===== config.mk =====
export PLATFORM = sky130hd
export DESIGN_NAME = comm_wr_adr
export DESIGN_NICKNAME = d
export VERILOG_FILES = /design/src/rtl/comm_wr_adr.sv
export SDC_FILE = /design/constraint.sdc
export NUM_CORES = 1
export LEC_CHECK = 0
export CORE_UTILIZATION = 50
export DETAILED_ROUTE_END_ITERATION = 10
export HOLD_SLACK_MARGIN = 0.12
export PLACE_DENSITY = 0.71
export SLEW_MARGIN = 10
export SYNTH_ARGS = -nofsm -noshare
export SYNTH_HDL_FRONTEND = slang
export SYNTH_SLANG_ARGS = --single-unit

===== constraint.sdc =====
create_clock -name clk -period 5.7 [get_ports clk]
set_clock_uncertainty 0.1 [all_clocks]
set_input_delay 1.425 -clock clk [delete_from_list [all_inputs] [get_ports clk]]
set_output_delay 1.425 -clock clk [all_outputs]
set_load 0.02 [all_outputs]

===== src/rtl/comm_wr_adr.sv =====
// Write-side sequencer for the five channel frame buffers: synchronises each
// rdy, produces a delayed write strobe and address, and flags full/overflow.
module comm_wr_adr #(
  parameter int WORDS    = 18,
  parameter int ADR_W    = 5,
  parameter int WR_DELAY = 2,
  parameter int WR_LEN   = 4
) (
  input  logic             clk,
  input  logic             rst,
  input  logic             rdy1,
  input  logic             rdy2,
  input  logic             rdy3,
  input  logic             rdy4,
  input  logic             rdy5,
  input  logic             clr1,
  input  logic             clr2,
  input  logic             clr3,
  input  logic             clr4,
  input  logic             clr5,
  output logic             WR1,
  output logic             WR2,
  output logic             WR3,
  output logic             WR4,
  output logic             WR5,
  output logic [ADR_W-1:0] WrAdr1,
  output logic [ADR_W-1:0] WrAdr2,
  output logic [ADR_W-1:0] WrAdr3,
  output logic [ADR_W-1:0] WrAdr4,
  output logic [ADR_W-1:0] WrAdr5,
  output logic             full1,
  output logic             full2,
  output logic             full3,
  output logic             full4,
  output logic             full5,
  output logic             ovf1,
  output logic             ovf2,
  output logic             ovf3,
  output logic             ovf4,
  output logic             ovf5
);

  localparam int NCH = 5;
  localparam logic [3:0]       DLY_LAST = 4'(WR_DELAY - 1);
  localparam logic [3:0]       LEN_LAST = 4'(WR_LEN - 1);
  localparam logic [ADR_W-1:0] ADR_LAST = ADR_W'(WORDS - 1);

  typedef enum logic [1:0] {IDLE, DLY, WRP, FULL} state_t;

  logic [NCH-1:0]   rdy_v, clr_v, wr_v, full_v, ovf_v;
  logic [ADR_W-1:0] adr_v [NCH];

  assign rdy_v = {rdy5, rdy4, rdy3, rdy2, rdy1};
  assign clr_v = {clr5, clr4, clr3, clr2, clr1};

  assign {WR5, WR4, WR3, WR2, WR1}           = wr_v;
  assign {full5, full4, full3, full2, full1} = full_v;
  assign {ovf5, ovf4, ovf3, ovf2, ovf1}      = ovf_v;
  assign WrAdr1 = adr_v[0];
  assign WrAdr2 = adr_v[1];
  assign WrAdr3 = adr_v[2];
  assign WrAdr4 = adr_v[3];
  assign WrAdr5 = adr_v[4];

  for (genvar g = 0; g < NCH; g++) begin : g_ch
    state_t           state_q, state_d;
    logic [2:0]       sync_q, sync_d;
    logic [3:0]       dcnt_q, dcnt_d;
    logic [3:0]       wcnt_q, wcnt_d;
    logic             wr_q, wr_d;
    logic             full_q, full_d;
    logic             ovf_q, ovf_d;
    logic [ADR_W-1:0] adr_q, adr_d;
    logic             edge_w;

    // sync_q[0]=s0, [1]=s1, [2]=history s2
    assign sync_d = {sync_q[1], sync_q[0], rdy_v[g]};
    assign edge_w = sync_q[1] & ~sync_q[2];

    always_comb begin
      state_d = state_q;
      dcnt_d  = dcnt_q;
      wcnt_d  = wcnt_q;
      wr_d    = wr_q;
      full_d  = full_q;
      ovf_d   = ovf_q;
      adr_d   = adr_q;

      if (edge_w && state_q != IDLE) ovf_d = 1'b1;

      // Clear frees the buffer from any state; in FULL the address is already 0.
      if (clr_v[g]) begin
        state_d = IDLE;
        wr_d    = 1'b0;
        full_d  = 1'b0;
        adr_d   = '0;
      end else begin
        unique case (state_q)
          IDLE: begin
            if (edge_w) begin
              state_d = DLY;
              dcnt_d  = '0;
            end
          end
          DLY: begin
            dcnt_d = dcnt_q + 4'd1;
            if (dcnt_q == DLY_LAST) begin
              state_d = WRP;
              wr_d    = 1'b1;
              wcnt_d  = '0;
            end
          end
          WRP: begin
            wcnt_d = wcnt_q + 4'd1;
            if (wcnt_q == LEN_LAST) begin
              wr_d = 1'b0;
              if (adr_q == ADR_LAST) begin
                adr_d   = '0;
                full_d  = 1'b1;
                state_d = FULL;
              end else begin
                adr_d   = adr_q + 1'b1;
                state_d = IDLE;
              end
            end
          end
          FULL: ;
          default: state_d = IDLE;
        endcase
      end
    end

    always_ff @(posedge clk) begin
      if (!rst) begin
        state_q <= IDLE;
        sync_q  <= '0;
        dcnt_q  <= '0;
        wcnt_q  <= '0;
        wr_q    <= 1'b0;
        full_q  <= 1'b0;
        ovf_q   <= 1'b0;
        adr_q   <= '0;
      end else begin
        state_q <= state_d;
        sync_q  <= sync_d;
        dcnt_q  <= dcnt_d;
        wcnt_q  <= wcnt_d;
        wr_q    <= wr_d;
        full_q  <= full_d;
        ovf_q   <= ovf_d;
        adr_q   <= adr_d;
      end
    end

    assign wr_v[g]   = wr_q;
    assign full_v[g] = full_q;
    assign ovf_v[g]  = ovf_q;
    assign adr_v[g]  = adr_q;
  end

endmodule


### Word-level counts from Yosys, hierarchy flattened

Index checks and enable logic that the tools add are counted.

* register bits: 105
* latch bits: 0
* RAM bits: 0
* ROM bits: 0
* input bits: 12
* output and inout bits: 40
* logic and storage cells: 241
* memories: 0

* add/sub/neg operators: 15
* multipliers: 0
* div/mod/pow operators: 0
* $lt $le $gt $ge: 0
* equality and inequality tests: 40
* shift-type cells: 0
* mux-type cells: 65
* bitwise operators: 16
* reductions and logical operators: 65

Operator list (number)
* one-hot mux 4 bit (2 select lines): 10
* AND reduction 3 bit: 20
* adder 4 x 1 -> 4 bit, second input constant: 10
* two-way mux 2 bit: 20
* two-way mux 4 bit: 10
* inequality test 2 bit, second input constant: 15
* one-hot mux 2 bit (3 select lines): 5
* nonzero test 2 bit: 15
* adder 5 x 1 -> 5 bit, second input constant: 5
* equality test 5 bit, second input constant: 5
* two-way mux 5 bit: 5
* equality test 4 x 1 -> 1 bit, second input constant: 5
* equality test 4 x 2 -> 1 bit, second input constant: 5
* AND reduction 4 bit: 5
* nonzero test 3 bit: 5
* inverter 1 bit: 11
* equality test 2 x 1 -> 1 bit, second input constant: 5
* equality test 2 bit, second input constant: 5
* zero test 2 bit: 5
* two-way mux 1 bit: 10
* one-hot mux 1 bit (2 select lines): 5
* AND reduction 2 bit: 5
* OR reduction 2 bit: 5
* bitwise AND 1 bit: 5
* logical AND 1 bit: 5

### Logic depth before layout (Yosys ltp)

Gate-level depths: netlist (run 1).

* depth after elaboration: 4
* mapped depth: 8

### Worst setup path before layout (run 1)

Ideal clock, no wire load.

* kind: input-to-reg
* start point: in rst
* end point: reg g_ch[0].dcnt_q[0]
* setup time: 0.128 ns
* arrival: 2.322 ns
* path slack: 3.151 ns
* cell stages on the path: 5
* cells stage by stage: clkbuf_1 -> inv_2 -> clkbuf_1 -> buf_1 -> nor2_1

RTL lines
* start: declaration: line 10 `input logic rst,`
* end signal: assignment: line 146 `dcnt_q <= dcnt_d;`
* end: declaration: line 68 `logic [3:0] dcnt_q, dcnt_d;`

No word-level cell between the ends.

### Worst setup path in the final report (run 1)

* start point: in rst
* end point: reg g_ch[3].state_q[1]

* cells in the longest elaborated chain, start to end: 2

RTL lines
* inverter 1 bit (no source line)
* OR reduction 2 bit (no source line)
* end signal: assignment: line 144 `state_q <= state_d;`
* end: declaration: line 66 `state_t state_q, state_d;`

Every way passes these cells.
A chain may end at the register's enable or synchronous reset.

==> key figures, run 1 <==
Die
  – Core area: 10,300 um^2
  – Rows: 37
  – Die width: 105 um
  – Ports: 52
  – Starting Density: 51.1%
  – Height of the die: 105 um
  – Die area: 10,900 um^2

Logic synthesis
  – Synthesis-stage register bit count: 105
  – Simple-gate portion of the synthesized area: 25.0%
  – Post-Syn Area per Cell: 8.79 um^2
  – Largest family of logic cells by synthesized area: simple AND/OR/NAND/NOR gates
  – Post-synth EDFFs: 0
  – Commonest register cell after synthesis: dfxtp_1
  – Cells after Synth: 598
  – Share of the synthesized area in the top cell type: 40.0%
  – Synth Area in Compound Gates: 16.9%
  – Sequential share of the synthesized area: 40.0%
  – Synth warn: 0
  – Asr flop ratio synth: 0%
  – Synth Area in XOR/XNOR: 1.33%
  – Yosys cell types: 59
  – Synthesized area: 5260 um^2
  – Area contributors post-synth: dfxtp_1 (40%), ha_1 (10%), nor2_1 (4.4%), a21oi_1 (3.7%), nand2_1 (2.9%)
  – Synth Area in Adders: 10.2%
  – Multiplexer share of the synthesized area: 2.29%
  – Post-synthesis net count: 653
  – Synth area leader: dfxtp_1

Power and ir drop
  – Leakage: 2.16 nW
  – Peak supply drop: 0.000165 V
  – Total power: 0.00123 W
  – PD cells: 203 nW/um^2

Layout
  – Layout cells sized above 1: 4.77%
  – Area of the multi-input gates: 2930 um^2
  – Register area: 2100 um^2
  – Area delta synth->final: 15.4%
  – N_diodes: 0
  – Layout Nets: 700
  – Fin area: 6070 um^2
  – Fillers: 918

CTS
  – CTS buffer count: 9
  – CTS Buffer Depth: 2
  – CTS Sinks: 105
  – Post-CTS sizing: 0
  – CTS tree: done
  – Worst-Skew Late Latency: 0.37 ns
  – CTS Hold Bufs: 0
  – H-tree levels: 3
  – Reg clk slew, reported paths: 0.10 ns
  – Postcts setup bufs: 0
  – Root buf cell: clkbuf_8

Drt
  – Iter 0 DRT Violations: 164
  – DR vias: 4,373
  – Antenna Violating Nets Remaining: 0
  – Vias per cell: 5.56
  – 1st-pass router iterations: 4
  – # DRC: 0
  – Routed WL: 10,200 um
  – Wire per inst: 13.0 um

Place
  – Detailed placement HPWL: 7260 um
  – # port buffers: 51
  – GPL Wtd Cong: 0.765
  – Post-DP Area: 5890 um^2

STA
  – Hold Vio Cnt, Final: 0
  – Setup_tns: 0 ns
  – Fin crit share: 61.3%
  – Max Fclk: 0.286 GHz
  – RSZ-0062 raised after global routing: no
  – Final Slew Violations: 0
  – Worst rel slew slack: 43.0%
  – Final setup fails: 0
  – Slew @ Worst Pin: 0.853 ns
  – Final min period: 3.49 ns

Critical path
  – Worst path max stage delay: 0.98 ns
  – Setup Crit Path Kind: input pin to flip-flop
  – CP max-delay cell: clkdlybuf4s50_1
  – CP required: 5.89 ns
  – Worst-path maximum fanout: 49
  – Cells along the critical path: clkdlybuf4s50_1, inv_2, nor2_1, o211ai_1, mux2i_1
  – R2r startpoint: g_ch[0].state_q[0]
  – Path depth of the worst reg2reg path: 6
  – Worst EP arrival: 3.69 ns
  – Startpoint types: input pin
  – Worst R2R Setup Slack: 3.64 ns
  – Critical R2R Capture: g_ch[0].state_q[0]
  – Worst Setup End Kind: flip-flop

Worst hold path
  – Hold depth: 1
  – Hold WC Path Type: flip-flop to flip-flop
  – Hold path startpoint: g_ch[2].sync_q[0]
  – Worst Hold Endpoint: g_ch[2].sync_q[1]

GRT
  – Vias in the first global route: 4,170
  – First-pass GRT wire length: 18,000 um
  – Initial antenna violation count: 0
  – Total track usage: 19.5%
  – Overflow after GRT: 0
  – Largest net degree at the start of global routing: 50

Status
  – Status: completed

Flow run
  – Max_cap viols: 0
-- worst max-delay path by stage --
stage | from | end | slack [ns]
finish | rst | g_ch[3].state_q[1] | 2.21
CTS | rst | g_ch[3].state_q[1] | 2.19
floorplan | rst | g_ch[0].dcnt_q[0] | 3.15
detailed placement | rst | g_ch[3].state_q[1] | 1.81
global route | rst | g_ch[4].state_q[1] | 1.98
global placement | rst | g_ch[4].state_q[1] | 1.90
-- final cells by class --
class,instances,area share (%)
clock inverters,6,0.866
repair buffers,53,8.66
well taps,136,2.80
flip-flops and latches,105,34.6
inverters,42,2.60
multi-input cells,434,48.3
clock buffers,10,2.10
-- per-layer routing --
layer,GRT usage (%),share of wire [%],up-vias
li1,-,-,2221
met3,3.81,2.9,10
met1,24.4,48,2070
met4,5.82,1.2,0
met5,0,0,-
met2,33.7,48,72
-- per-stage QoR --
stage / hold slack [ns] / std cells / utilization (%) / setup slack, ns
6_report: 0.333 / 786 / 59.0 / 2.21
3_3_place_gp: 0.317 / 770 / 57.3 / 1.90
4_1_cts: 0.336 / 786 / 59.0 / 2.19
5_1_grt: 0.359 / 786 / 59.0 / 1.98
2_1_floorplan: 0.312 / 598 / - / 3.15
3_5_place_dp: 0.321 / 770 / 57.3 / 1.81
-- critical path: cells and delay by family --
kind | cells | cell delay [ns]
buf+inv | 2 | 1.54
simple gates | 1 | 0.42
mux | 1 | 0.16
compound gates | 1 | 0.14
-- power breakdown --
part	internal [W]	switching, W
Sequential	0.000739	0.00000332
Combinational	0.0000236	0.0000367
Clock	0.000165	0.000264
Total	0.000928	0.000304
-- synth_stat cells, drive strengths merged (6+ instances only) --
library cell  instances
and4bb                6
nor2                 62
a21o                 10
o21a                  6
dfxtp               105
o21ai                10
nand3                15
nor3b                 7
and2                 18
nor3                 20
inv                  42
nand2                40
ha                   43
mux2i                12
a211oi               13
xor2                  7
o211ai                6
nand2b               23
a21oi                40
o31ai                 6
a41oi                 6
or3                   9
nand4                 9
clkbuf               13
or3b                  7
nand3b                6
a31oi                 8
-- state kept, by name, summed over array words and instances, names as in the netlist, 5 cells and up --
register / count
g_ch.dcnt_q: 20
g_ch.wcnt_q: 20
g_ch.sync_q: 15
g_ch.state_q: 10
WrAdr1: 5
WrAdr2: 5
WrAdr3: 5
WrAdr4: 5
WrAdr5: 5
-- placed cells by master (no fill, tap or decap), types with 10 or more instances in the layout --
master and instances:
nand3_1 15, and2_1 18, inv_1 38, nand2b_1 23
dfxtp_1 105, nor2_1 62, mux2i_1 12, nand2_1 40
a211oi_1 12, clkdlybuf4s50_1 51, nor3_1 19, ha_1 43
a21oi_1 39, a21o_1 10
-- cells by family after synthesis --
family,Yosys count
flops,105
buf+inv,59
compound gates,132
xor+xnor,8
fa+ha+maj,43
simple gates,239
mux,12
(Power assumes the default switching activity.)
==> inputs of run 2 (changes only) <==
--- a/config.mk
+++ b/config.mk
@@ -8,7 +8,7 @@
 export CORE_UTILIZATION = 50
 export DETAILED_ROUTE_END_ITERATION = 10
 export HOLD_SLACK_MARGIN = 0.12
-export PLACE_DENSITY = 0.71
+export PLACE_DENSITY = 0.74
 export SLEW_MARGIN = 10
 export SYNTH_ARGS = -nofsm -noshare
 export SYNTH_HDL_FRONTEND = slang
==> constraint.sdc (replaced) <==
create_clock -name clk -period 3.1 [get_ports clk]
set_clock_uncertainty 0.1 [all_clocks]
set_input_delay 0.775 -clock clk [delete_from_list [all_inputs] [get_ports clk]]
set_output_delay 0.775 -clock clk [all_outputs]
set_load 0.02 [all_outputs]
==> key figures, run 2 (synthesis gave the netlist of run 1 again) <==
Power and ir drop
  – Sw frac: 23.4% (-1.2 points)
  – Sequential power share: 61.8% (+1.5 points)
  – Peak supply drop: 0.000183 V (+11%)
  – Combinational share of power: 5.1% (+0.2 points)
  – PD cells: 364 nW/um^2 (+79%)
  – Psw: 0.000518 W (+70%)
  – Total power: 0.00221 W (+79%)
  – Internal power: 0.00169 W (+82%)
  – Clock power share: 33.1% (-1.7 points)
  – Leakage: 2.16 nW (+0.13%)

Critical path
  – WP buf/inv: 1 (-1)
  – Critical R2R Capture: g_ch[1].state_q[0]
  – CP required: 2.22 ns (-3.67 ns)
  – CP max-delay cell: clkdlybuf4s50_1
  – Stages on the worst setup path: 1 (-4)
  – Worst path top cell family by delay: buffers and inverters
  – R2r startpoint: g_ch[1].wcnt_q[0]
  – Worst R2R Setup Slack: 1.01 ns (-2.63 ns)
  – Worst EP arrival: 1.47 ns (-2.22 ns)
  – Setup Crit Path Kind: flip-flop to output pin
  – Worst-path maximum fanout: 6 (-88%)
  – Path depth of the worst reg2reg path: 5 (-1)
  – Cells along the critical path: clkdlybuf4s50_1
  – Crit path launch: WrAdr3[0]
  – Worst path max stage delay: 0.65 ns (-0.33 ns)
  – Worst Setup End Kind: output pin
  – Setup crit end: WrAdr3[0]
  – Startpoint types: flip-flop

Layout
  – Layout Nets: 702 (+0.29%)
  – Most frequent cells in the layout: dfxtp_1 (105), nor2_1 (62), clkdlybuf4s50_1 (51)
  – Area delta synth->final: 15.4% (about the same)
  – Largest regs: g_ch.dcnt_q: 20 flops, g_ch.wcnt_q: 20 flops, g_ch.sync_q: 15 flops
  – Leading cell type in the layout, fill and taps excluded: dfxtp_1
  – Layout cells sized above 1: 4.92% (+0.15 points)
  – N_diodes: 0 (unchanged)

Drt
  – # DRC: 0 (unchanged)
  – Routed WL: 10,500 um (+2.8%)
  – Iter 0 DRT Violations: 210 (+28%)
  – DR vias: 4,397 (+0.55%)
  – Wire per inst: 13.3 um (+2.7%)
  – Antenna Violating Nets Remaining: 0 (unchanged)
  – Vias per cell: 5.59 (+0.42%)
  – 1st-pass router iterations: 4 (unchanged)

CTS
  – Root buf cell: clkbuf_8
  – CTS tree: done
  – Post-CTS sizing: 0 (unchanged)
  – CTS Buffer Depth: 2 (unchanged)
  – CTS Sinks: 105 (unchanged)
  – CTS Hold Bufs: 0 (unchanged)
  – Postcts setup bufs: 0 (unchanged)
  – Reg clk slew, reported paths: 0.10 ns (about the same)
  – H-tree levels: 3 (unchanged)
  – Worst-Skew Late Latency: 0.36 ns (about the same)
  – CTS buffer count: 9 (unchanged)

Worst hold path
  – Hold depth: 1 (unchanged)
  – Hold path startpoint: g_ch[2].sync_q[0]
  – Hold WC Path Type: flip-flop to flip-flop

Die
  – Die area: 10,900 um^2 (unchanged)
  – Core area: 10,300 um^2 (unchanged)
  – Ports: 52 (unchanged)
  – Height of the die: 105 um (unchanged)
  – Rows: 37 (unchanged)
  – Starting Density: 51.1% (unchanged)
  – Die width: 105 um (unchanged)

GRT
  – First-pass GRT wire length: 18,700 um (+3.9%)
  – Vias in the first global route: 4,284 (+2.7%)
  – Initial antenna violation count: 0 (unchanged)
  – Overflow after GRT: 0 (unchanged)
  – Largest net degree at the start of global routing: 37 (-26%)
  – Total track usage: 20.3% (+0.86 points)

STA
  – Worst rel slew slack: 57.6% (+15 points)
  – Setup_tns: 0 ns (unchanged)
  – Hold Vio Cnt, Final: 0 (unchanged)
  – Fin crit share: 75.6%
  – RSZ-0062 raised after global routing: no
  – Slew @ Worst Pin: 0.635 ns (-0.218 ns)
  – Max Fclk: 0.427 GHz
  – Final setup fails: 0 (unchanged)
  – Final min period: 2.34 ns
  – Final Slew Violations: 0 (unchanged)

Place
  – # port buffers: 51 (unchanged)
  – GPL Wtd Cong: 0.762 (-0.33%)
  – Detailed placement HPWL: 7560 um (+4.2%)

Status
  – Status: completed

Flow run
  – Max_cap viols: 0 (unchanged)
==> run 2: cell types whose count changed in the layout (fill, tap and decap cells not counted), sizes merged <==
cell | previous run | this run
buf | 2 | 4
clkinv | 2 | 3
inv | 44 | 42
==> run 2: per-layer routing <==
layer	GRT usage [%]	up-vias	wire length (um)	share of wire, %
met4	8.47	0	165	1.6
met3	2.74	12	258	2.5
met2	35.5	78	5160	49
met1	25.1	2066	4920	47
li1	-	2241	-	-
met5	0	-	0	0
==> run 2: worst min path at each step <==
stage / endpoint / slack, ns
6_report: g_ch[2].sync_q[1] / 0.33
5_1_grt: g_ch[2].sync_q[1] / 0.35
4_1_cts: g_ch[2].sync_q[1] / 0.34
3_5_place_dp: g_ch[0].sync_q[1] / 0.33
3_3_place_gp: g_ch[1].sync_q[1] / 0.32
2_1_floorplan: g_ch[0].sync_q[1] / 0.31
==> run 2: area by class of cell <==
cell class                      count  area (um^2)
Clock inverter                      5         33.8
Timing Repair Buffer               55          541
Fill cell                         934         4210
Clock buffer                       10          128
Inverter                           42          158
Multi-Input combinational cell    434         2930
Sequential cell                   105         2100
Tap cell                          136          170
==> run 2: power groups by stage <==
stage | clock network [W] | registers [W] | logic [W]
finish | 0.000730 | 0.00136 | 0.000113
CTS | 0.000763 | 0.00137 | 0.000113
detailed placement | 0 | 0.00140 | 0.000112
floorplan | 0 | 0.00140 | 0.0000730
global placement | 0 | 0.00140 | 0.000110
global route | 0.000813 | 0.00137 | 0.000127
==> run 2: per-stage QoR <==
step	instances	utilization, %	hold WS, ns	instance area [um^2]	worst slack [ns]
after global placement	772	57.4	0.319	5900	0.708
after floorplan	598	-	0.312	5260	1.20
after CTS	787	59.0	0.345	6060	0.727
after global routing	787	59.0	0.351	6060	0.668
after detailed placement	772	57.4	0.325	5900	0.609
final	787	59.0	0.334	6060	0.757
==> inputs of run 3 (changes only) <==
==> constraint.sdc (replaced) <==
create_clock -name clk -period 2.1 [get_ports clk]
set_clock_uncertainty 0.1 [all_clocks]
set_input_delay 0.525 -clock clk [delete_from_list [all_inputs] [get_ports clk]]
set_output_delay 0.525 -clock clk [all_outputs]
set_load 0.02 [all_outputs]
==> key figures, run 3 (synthesis gave the netlist of run 1 again) <==
Layout
  – Largest regs: g_ch.dcnt_q: 20 flops, g_ch.wcnt_q: 20 flops, g_ch.sync_q: 15 flops
  – Fin area: 6310 um^2 (+4.0%)
  – Layout cells sized above 1: 7.63% (+2.7 points)
  – Most frequent cells in the layout: dfxtp_1 (105), nor2_1 (62), ha_1 (43)
  – Fillers: 902 (-3.4%)
  – Layout Nets: 718 (+2.3%)
  – N_diodes: 0 (unchanged)
  – Area delta synth->final: 20.0%
  – Post-Layout Cell Count: 804 (+2.2%)
  – Leading cell type in the layout, fill and taps excluded: dfxtp_1

GRT
  – Vias in the first global route: 4,255 (-0.68%)
  – Overflow after GRT: 0 (unchanged)
  – Largest net degree at the start of global routing: 34 (-8.1%)
  – Total track usage: 20.4% (+0.032 points)
  – Initial antenna violation count: 0 (unchanged)
  – First-pass GRT wire length: 18,600 um (-0.15%)

Place
  – Detailed placement HPWL: 8000 um (+5.8%)
  – # port buffers: 51 (unchanged)
  – GPL Wtd Cong: 0.822 (+7.8%)
  – Post-DP Area: 6030 um^2 (+2.1%)
  – DP Cell Count: 787 (+1.9%)

Drt
  – Routed WL: 10,800 um (+2.6%)
  – Vias per cell: 5.55 (-0.69%)
  – DR vias: 4,461 (+1.5%)
  – Wire per inst: 13.4 um (+0.47%)
  – Iter 0 DRT Violations: 200 (-4.8%)
  – 1st-pass router iterations: 6 (+2)
  – Antenna Violating Nets Remaining: 0 (unchanged)
  – # DRC: 0 (unchanged)

Power and ir drop
  – Peak supply drop: 0.000476 V (+160%)
  – Leakage: 2.56 nW (+18%)
  – Total power: 0.00362 W (+64%)
  – PD cells: 573 nW/um^2 (+57%)

STA
  – Hold Vio Cnt, Final: 0 (unchanged)
  – Worst rel slew slack: 66.5% (+8.9 points)
  – Slew @ Worst Pin: 0.502 ns (-0.133 ns)
  – Max Fclk: 0.492 GHz
  – Final setup fails: 0 (unchanged)
  – RSZ-0062 raised after global routing: no
  – Fin crit share: 96.9%
  – Final Slew Violations: 0 (unchanged)
  – Final min period: 2.03 ns

Critical path
  – Startpoint types: flip-flop
  – Path depth of the worst reg2reg path: 6 (+1)
  – CP max-delay cell: clkdlybuf4s50_1
  – Cells along the critical path: clkdlybuf4s50_1
  – Worst R2R Setup Slack: 0.11 ns (-0.90 ns)
  – Worst EP arrival: 1.41 ns (-0.06 ns)
  – Setup Crit Path Kind: flip-flop to output pin
  – CP required: 1.47 ns (-0.75 ns)
  – Worst path top cell family by delay: buffers and inverters
  – WP buf/inv: 1 (unchanged)
  – R2r startpoint: g_ch[1].wcnt_q[0]
  – Critical R2R Capture: g_ch[1].state_q[0]
  – Worst path max stage delay: 0.64 ns (about the same)
  – Worst Setup End Kind: output pin
  – Worst-path maximum fanout: 5 (-1)

Status
  – Status: completed

CTS
  – Root buf cell: clkbuf_8
  – Reg clk slew, reported paths: 0.10 ns (about the same)
  – Worst-Skew Late Latency: 0.37 ns (about the same)
  – CTS tree: done
  – CTS Buffer Depth: 2 (unchanged)
  – CTS Hold Bufs: 0 (unchanged)
  – CTS buffer count: 9 (unchanged)
  – H-tree levels: 3 (unchanged)
  – CTS Sinks: 105 (unchanged)

Die
  – Die width: 105 um (unchanged)
  – Die area: 10,900 um^2 (unchanged)
  – Height of the die: 105 um (unchanged)
  – Core area: 10,300 um^2 (unchanged)
  – Ports: 52 (unchanged)
  – Starting Density: 51.1% (unchanged)
  – Rows: 37 (unchanged)

Worst hold path
  – Hold path startpoint: g_ch[1].sync_q[0]
  – Hold depth: 1 (unchanged)
  – Worst Hold Endpoint: g_ch[1].sync_q[1]
  – Hold WC Path Type: flip-flop to flip-flop

Flow run
  – Max_cap viols: 0 (unchanged)
==> run 3: where the power goes <==
part / internal (W) / switching, W
registers: 0.00201 / 0.00000917
logic: 0.0000754 / 0.000103
clock network: 0.000721 / 0.000701
==> run 3: how the worst max path moves through the flow <==
stage                 startpoint                  to  slack, ns  cells past startpoint
2_1_floorplan  g_ch[1].dcnt_q[0]  g_ch[1].state_q[0]       0.24                      5
3_3_place_gp                clr4   g_ch[3].wcnt_q[3]       0.13                      5
3_5_place_dp                clr4   g_ch[3].wcnt_q[3]      -0.01                      5
4_1_cts                WrAdr5[2]           WrAdr5[2]     0.0007                      1
5_1_grt                WrAdr2[3]           WrAdr2[3]     0.0009                      1
6_report               WrAdr2[3]           WrAdr2[3]       0.07                      1
==> run 3: per-stage QoR <==
| stage | setup slack (ns) | utilization [%] | setup TNS [ns] | hold WS [ns] |
|---|---|---|---|---|
| finish | 0.0656 | 61.4 | 0 | 0.335 |
| floorplan | 0.237 | - | 0 | 0.312 |
| detailed placement | -0.0101 | 58.6 | -0.0101 | 0.323 |
| CTS | 0.000679 | 60.9 | 0 | 0.340 |
| global placement | 0.128 | 58.6 | 0 | 0.313 |
| global route | 0.000910 | 61.4 | 0 | 0.356 |
==> run 3: cell type report <==
type                    instances  area [um^2]  area share (%)
multi-input cells             434         2940            46.6
flip-flops and latches        105         2100            33.3
repair buffers                 71          706            11.2
well taps                     136          170            2.70
inverters                      42          158            2.50
clock buffers                  10          138            2.18
clock inverters                 6         96.3            1.53
==> run 3: timing repair <==
item,in CTS,in global routing
gates resized for setup,2,15
pin swaps,0,1
endpoints found under the setup margin,2,17
setup buffers,0,1
==> run 3: per-layer routing <==
layer | track usage, % | part of all wire (%) | vias to the layer above
met1 | 25.0 | 46 | 2120
met3 | 4.93 | 3.6 | 7
li1 | - | - | 2256
met2 | 35.8 | 49 | 78
met4 | 4.80 | 0.76 | 0
met5 | 0 | 0 | -
==> edit: new RTL, settings of run 2 <==
Change the parameter `ADR_W` from 5 to 10.
--- a/src/rtl/comm_wr_adr.sv
+++ b/src/rtl/comm_wr_adr.sv
@@ -4,3 +4,3 @@
   parameter int WORDS    = 18,
-  parameter int ADR_W    = 5,
+  parameter int ADR_W    = 10,
   parameter int WR_DELAY = 2,
Ports: changed (5 resized); port bits go from 52 to 77. No check against the original RTL was run, so the function may have changed too.
==> edit against run 2 <==
Worst setup slack lost 0.093 ns; clock power rose to 2.6 times the old value; global-route usage up 1.9 points; power increased by 68%; sequential cell count is 25 higher; synthesized area rose by 25%; wire length rose by 36%; cell area is 33% higher.
==> edit: results (changes against run 2) <==
Outcome -> complete, no violations
Worst rel slew slack -> 0.533 (-0.0433)
WL per Instance -> 14.0 um (+4.7%)
Critical path peak fanout -> 7 (+1)
Largest net degree at the start of global routing -> 26 (-30%)
Root Buffer -> clkbuf_16
Hold path startpoint -> g_ch[4].sync_q[0]$_SDFF_PN0_
Place WS -> 0.701 ns (+0.0921 ns)
Post-synthesis adder-cell area fraction -> 0.0821 (-0.0202)
Vias -> 5596 (+27%)
Vias in the first global route -> 5390 (+26%)
Vias/cell -> 5.49 (-1.7%)
Post-synth cell types -> 70 (+19%)
FILL cells -> 1109 (+19%)
H-tree Lvls -> 4 (+1)
Area of the multi-input gates -> 0.00370 mm^2 (+26%)
Port-buffer cells -> 76 (+49%)
Crit path launch -> WrAdr3[5]$_SDFFE_PP0P_
Reg2reg start -> g_ch[0].state_q[0]$_SDFFE_PP0P_
Synth top area cells -> dfxtp_1 (40%), ha_1 (8.2%), nor2_1 (5.6%), xnor2_1 (3.7%), nand2_1 (3.1%)
Drt pass-1 iters -> 6 (+2)
First-pass GRT wire length -> 23900 um (+28%)
Register-to-Register Path Depth -> 6 (+1)
Maximum vdd drop -> 0.407 mV (+120%)
Xor and xnor area share after synthesis -> 0.0575 (+0.0441)
DRT iter0 DRCs -> 251 (+20%)
GP Congestion -> 0.861 (+13%)
## edit: power by group
part	switching (mW)	internal [mW]	leakage [nW]
Sequential	0.00560	1.68	1.05
Combinational	0.0803	0.0484	1.40
Clock	0.771	1.13	0.257
Total	0.857	2.86	2.71
## edit: cell type report
class | instances | share of cell area
clock inverter | 14 | 0.0164
multi-input combinational | 562 | 0.460
clock buffer | 18 | 0.0547
timing repair buffer | 80 | 0.0978
inverter | 43 | 0.0201
tap | 172 | 0.0268
sequential | 130 | 0.324
## edit: routing by layer
metal,up-vias,global-route usage,part of all wire
met5,-,0,0
met4,0,0.0966,0.016
met1,2626,0.262,0.45
li1,2830,-,-
met3,20,0.0612,0.042
met2,120,0.380,0.49
## edit: final timing paths
kind | end | slack, ns
setup / recovery | WrAdr3[5] | 0.66
setup reg to reg | g_ch[0].state_q[0]$_SDFFE_PP0P_ | 0.69
hold / removal | g_ch[4].sync_q[1]$_SDFF_PN0_ | 0.33
hold reg to reg | g_ch[4].sync_q[1]$_SDFF_PN0_ | 0.33
